File: config.mk
export PLATFORM = sky130hd
export DESIGN_NAME = multiply
export DESIGN_NICKNAME = d
export VERILOG_FILES = /design/src/rtl/mul_pkg.sv /design/src/rtl/mul16x16.sv /design/src/rtl/multiply.sv
export SDC_FILE = /design/constraint.sdc
export NUM_CORES = 2
export LEC_CHECK = 0
export CAP_MARGIN = 10
export CORE_MARGIN = 4
export CORE_UTILIZATION = 65
export DETAILED_ROUTE_END_ITERATION = 10
export GPL_ROUTABILITY_DRIVEN = 1
export MAX_ROUTING_LAYER = met4
export PLACE_DENSITY = 0.9
export REMOVE_ABC_BUFFERS = 1
export SETUP_SLACK_MARGIN = 0.02
export SKIP_CTS_REPAIR_TIMING = 1
export SLEW_MARGIN = 20
export SYNTH_ARGS = -nofsm -noshare
export SYNTH_HDL_FRONTEND = slang
export SYNTH_SLANG_ARGS = --single-unit
File: constraint.sdc
create_clock -name clk -period 9.9 [get_ports clk]
set_input_delay 1.485 -clock clk [delete_from_list [all_inputs] [get_ports clk]]
set_output_delay 1.485 -clock clk [all_outputs]
set_load 0.1 [all_outputs]
File: src/rtl/mul_pkg.sv
// Shared constants, opcode encodings and small helpers for the 32x32 multiplier.
// Only opcode[1:0] carries meaning; the remaining opcode bits are ignored.
package mul_pkg;

    localparam int WIDTH = 32;
    localparam int HALF  = WIDTH / 2;

    typedef enum logic [1:0] {
        MUL_UU  = 2'b00,
        MUL_SS  = 2'b01,
        MUL_SU  = 2'b10,
        MUL_RSV = 2'b11
    } mul_op_e;

    typedef struct packed {
        logic a_signed;
        logic b_signed;
    } op_decode_t;

    // Reserved encoding falls through to the unsigned interpretation.
    function automatic op_decode_t decode_op(input logic [1:0] op);
        op_decode_t d;
        d.a_signed = 1'b0;
        d.b_signed = 1'b0;
        case (mul_op_e'(op))
            MUL_SS:  begin d.a_signed = 1'b1; d.b_signed = 1'b1; end
            MUL_SU:  begin d.a_signed = 1'b1; d.b_signed = 1'b0; end
            default: begin d.a_signed = 1'b0; d.b_signed = 1'b0; end
        endcase
        return d;
    endfunction

    // Magnitude of a possibly negative operand; -2^31 maps to 2^31 as unsigned.
    function automatic logic [WIDTH-1:0] magnitude(input logic [WIDTH-1:0] v,
                                                   input logic             neg);
        return neg ? (~v + {{(WIDTH-1){1'b0}}, 1'b1}) : v;
    endfunction

endpackage

File: src/rtl/mul16x16.sv
// Unsigned 16x16 -> 32-bit combinational multiplier used for one partial product.
module mul16x16 (
    input  logic [15:0] a_i,
    input  logic [15:0] b_i,
    output logic [31:0] p_o
);

    assign p_o = {16'b0, a_i} * {16'b0, b_i};

endmodule

File: src/rtl/multiply.sv
// Two-stage 32x32 -> 64 multiplier: stage 1 registers magnitudes, result sign and
// four 16x16 partials; stage 2 sums the partials and applies the sign.
module multiply
    import mul_pkg::*;
#(
    parameter int WIDTH = mul_pkg::WIDTH
) (
    input  logic                 clk,
    input  logic                 rst,
    input  logic [WIDTH-1:0]     multiplicand,
    input  logic [WIDTH-1:0]     multiplier,
    input  logic [6:0]           opcode,
    output logic [2*WIDTH-1:0]   product
);

    localparam int H = WIDTH / 2;

    // Free-running pipeline with no handshake: a new operand pair is accepted
    // every cycle and its product appears after the second rising edge.

    op_decode_t             dec;
    logic                   a_neg;
    logic                   b_neg;
    logic [WIDTH-1:0]       mag_a_d;
    logic [WIDTH-1:0]       mag_b_d;
    logic                   neg_d;
    logic [3:0][WIDTH-1:0]  pp_d;
    logic                   unused_opcode_hi;

    logic [WIDTH-1:0]       mag_a_q;
    logic [WIDTH-1:0]       mag_b_q;
    logic                   neg_q;
    logic [3:0][WIDTH-1:0]  pp_q;

    logic [2*WIDTH-1:0]     sum_d;
    logic [2*WIDTH-1:0]     product_d;
    logic [2*WIDTH-1:0]     product_q;

    assign unused_opcode_hi = ^opcode[6:2];

    // ---------------------------------------------------------------- stage 1
    always_comb begin
        dec     = decode_op(opcode[1:0]);
        a_neg   = dec.a_signed & multiplicand[WIDTH-1];
        b_neg   = dec.b_signed & multiplier[WIDTH-1];
        mag_a_d = magnitude(multiplicand, a_neg);
        mag_b_d = magnitude(multiplier, b_neg);
        neg_d   = a_neg ^ b_neg;
    end

    // Partial products: [0]=lo*lo, [1]=lo*hi, [2]=hi*lo, [3]=hi*hi.
    mul16x16 u_pp_ll (
        .a_i (mag_a_d[H-1:0]),
        .b_i (mag_b_d[H-1:0]),
        .p_o (pp_d[0])
    );

    mul16x16 u_pp_lh (
        .a_i (mag_a_d[H-1:0]),
        .b_i (mag_b_d[WIDTH-1:H]),
        .p_o (pp_d[1])
    );

    mul16x16 u_pp_hl (
        .a_i (mag_a_d[WIDTH-1:H]),
        .b_i (mag_b_d[H-1:0]),
        .p_o (pp_d[2])
    );

    mul16x16 u_pp_hh (
        .a_i (mag_a_d[WIDTH-1:H]),
        .b_i (mag_b_d[WIDTH-1:H]),
        .p_o (pp_d[3])
    );

    always_ff @(posedge clk or posedge rst) begin
        if (rst) begin
            mag_a_q <= '0;
            mag_b_q <= '0;
            neg_q   <= 1'b0;
            pp_q    <= '0;
        end else begin
            mag_a_q <= mag_a_d;
            mag_b_q <= mag_b_d;
            neg_q   <= neg_d;
            pp_q    <= pp_d;
        end
    end

    // ---------------------------------------------------------------- stage 2
    always_comb begin
        sum_d = {{WIDTH{1'b0}}, pp_q[0]}
              + ({{WIDTH{1'b0}}, pp_q[1]} << H)
              + ({{WIDTH{1'b0}}, pp_q[2]} << H)
              + {pp_q[3], {WIDTH{1'b0}}};
        product_d = neg_q ? (~sum_d + {{(2*WIDTH-1){1'b0}}, 1'b1}) : sum_d;
        // A zero operand must never yield a negated (nonzero) pattern.
        if (mag_a_q == '0 || mag_b_q == '0) begin
            product_d = '0;
        end
    end

    always_ff @(posedge clk or posedge rst) begin
        if (rst) begin
            product_q <= '0;
        end else begin
            product_q <= product_d;
        end
    end

    assign product = product_q;

endmodule

==> out/metrics.yaml <==
slowest_stage: "fa_1"
clkSinkCount: 257
end_kind: "flip-flop"
final_common_cell: "inv_1"
final_area_sq_mm: 0.05241
drc_errors: 0
cpPeakStageDelay_ns: 0.59
yosysTopAreaCell: "fa_1"
finalNonFillerCells: 6542
tightest_slew_ns: 1.005
maxSlewHeadroom_pct: 32.80
worst_ep_required_time_ns: 10.33
critical_path_class: "in -> reg"
layout-drive-gt1-share_pct: 11.45
fp.coreArea_sq_mm: 0.06883
h-tree-depth: 1
io_pins: 137
die-height_microns: 271.7
synth_seq_cells: 257
period_needed_ns: 9.710
numPortBuffers: 131
critPathMaxFanout: 7
placed_cells: 6472
viasPerCell: 5.997
path_clk_slew_ns: 0.06
avgRoutedWirePerCell_microns: 22.37
routabilityCongestion: 1.061
dieArea_sq_mm: 0.07384
synth_top_area_share_pct: 35.82
cts_root_buffer: "clkbuf_16"
cts_buffers: 30
initial_utilization_pct: 65.69
whs_path_depth: 2
syn_to_final_growth_pct: 15.93
rows: 96
maxSlewViolCount: 0
synthFlopType: "dfrtp_1"
routed_wl_microns: 146400
syn_area_per_cell_sq_um: 8.862
grt_pass1_vias: 41523
status: "completed"
firstDrtPassIters: 7
worst_ep_arrival_time_ns: 10.14
async_flop_share_pct: 100.0
cts_buffer_depth: 3
die_width_microns: 271.7
ys_warn_count: 0
grt_remaining_overflow: 0
r2r_cells: 14
synthCells: 5102
clk_latency_ns: 0.60
nets: 6910
post-route-util_pct: 76.15
maxCapViolations: 0
ys_seq_area_share_pct: 14.22
max_freq_mhz: 103.0
hpwl_microns: 119100
hold_class: "reg -> reg"
vias: 39234
cts_tree: "yes"
hold_viol_final: 0
synth_cell_types: 81
synthTopCellsByArea: "fa_1 36%, dfrtp_1 14%, ha_1 13%"
netlist_area_sq_mm: 0.04521
drt_iter0_markers: 4237
fin_setup_tns_ns: 0
ant_nets: 0
startpoint_type: "primary input"
path_common_cell: "fa_1"
synth_edf_count: 0
grt_max_degree: 113
grt_pass1_wl_microns: 227200
min_period_over_period_pct: 98.08
antenna_found_initial: 12
mostFrequentLayoutCells: "974 x inv_1, 808 x fa_1, 658 x nand2_1"
setup_violations: 0
track_usage_pct: 41.35
dpl_cell_area_sq_mm: 0.05122
skew_ns: 0.01850
==> registers in the layout (all words and copies together), names as in the netlist <==
register and count:
product 64, neg_q 1, mag_a_q 32, pp_q 128
mag_b_q 32
==> worst max-delay path: cells and delay by family <==
family                     cells  cell delay (ns)
adders and majority gates      7             3.37
xor gates and xnor gates       2             0.47
buffers and inverters         10             1.96
and+or+nand+nor                6             1.14
AOI/OAI and AO/OA              8             1.69
==> path summary, 6_finish.rpt <==
kind	from	to	slack, ns
worst max-delay path	multiplicand[0]	pp_q[91]	0.19
worst min-delay path	pp_q[14]	product[14]	0.53
worst max register to register	pp_q[17]	product[63]	4.15
worst min register to register	pp_q[14]	product[14]	0.53
max in group asynchronous	rst	neg_q	6.91
min in group asynchronous	rst	product[25]	1.42
==> cell type report <==
type / instances / area [sq um]
Antenna cell: 13 / 32.53
Clock buffer: 38 / 862.1
Clock inverter: 16 / 165.2
Fill cell: 4640 / 16410
Inverter: 1001 / 3771
Multi-Input combinational cell: 3643 / 34470
Sequential cell: 257 / 6432
Tap cell: 931 / 1165
Timing Repair Buffer: 643 / 5512
==> synth_stat cells, types with 7 or more instances <==
master and count:
nand4_1 22, o41ai_1 7, ha_1 452, o31ai_1 25
xor2_1 96, nor2_1 651, a31oi_1 20, nor4_1 32
or3_1 36, o211ai_1 16, a21o_1 64, a211o_1 9
and2_1 22, dfrtp_1 257, o21a_1 25, o21ai_0 99
and3_1 9, nor2b_1 12, nand2b_1 24, clkbuf_1 192
inv_1 976, or2_2 14, o21bai_1 17, nand3_1 45
xnor2_1 155, fa_1 809, clkinv_1 20, nor3_1 56
a21oi_1 143, nand2_1 658, a211oi_1 17, mux2i_1 7
==> cells by family (layout without fill, tap and decap cells) <==
logic type	after synthesis	in the layout	synth area share (%)
muxes	9	9	0.2048
adders and majority gates	1261	1261	48.33
buffers and inverters	1202	1698	10.02
DFF	257	257	14.22
and+or+nand+nor	1618	1618	15.08
other	0	13	0
xor gates and xnor gates	251	251	4.862
AOI/OAI and AO/OA	504	504	7.287
==> layer usage <==
layer / share of wire (%) / global-route usage (%) / vias up
met3: 13 / 12.06 / 794
met5: 0 / - / -
met1: 35 / 49.37 / 19145
li1: - / - / 16656
met2: 44 / 62.47 / 2639
met4: 8.1 / 25.00 / 0
==> metrics by stage <==
stage	setup WS [ns]	hold slack [ns]
after floorplan	-0.3338	0.4862
after global placement	-0.3174	0.5090
after detailed placement	-0.5279	0.5237
after CTS	-0.01450	0.5355
after global routing	-0.008336	0.5721
final	0.1902	0.5299
Power is left out: the tool's default activity adds up to more than one toggle a clock period on the data nets, which glitch-free logic cannot reach.
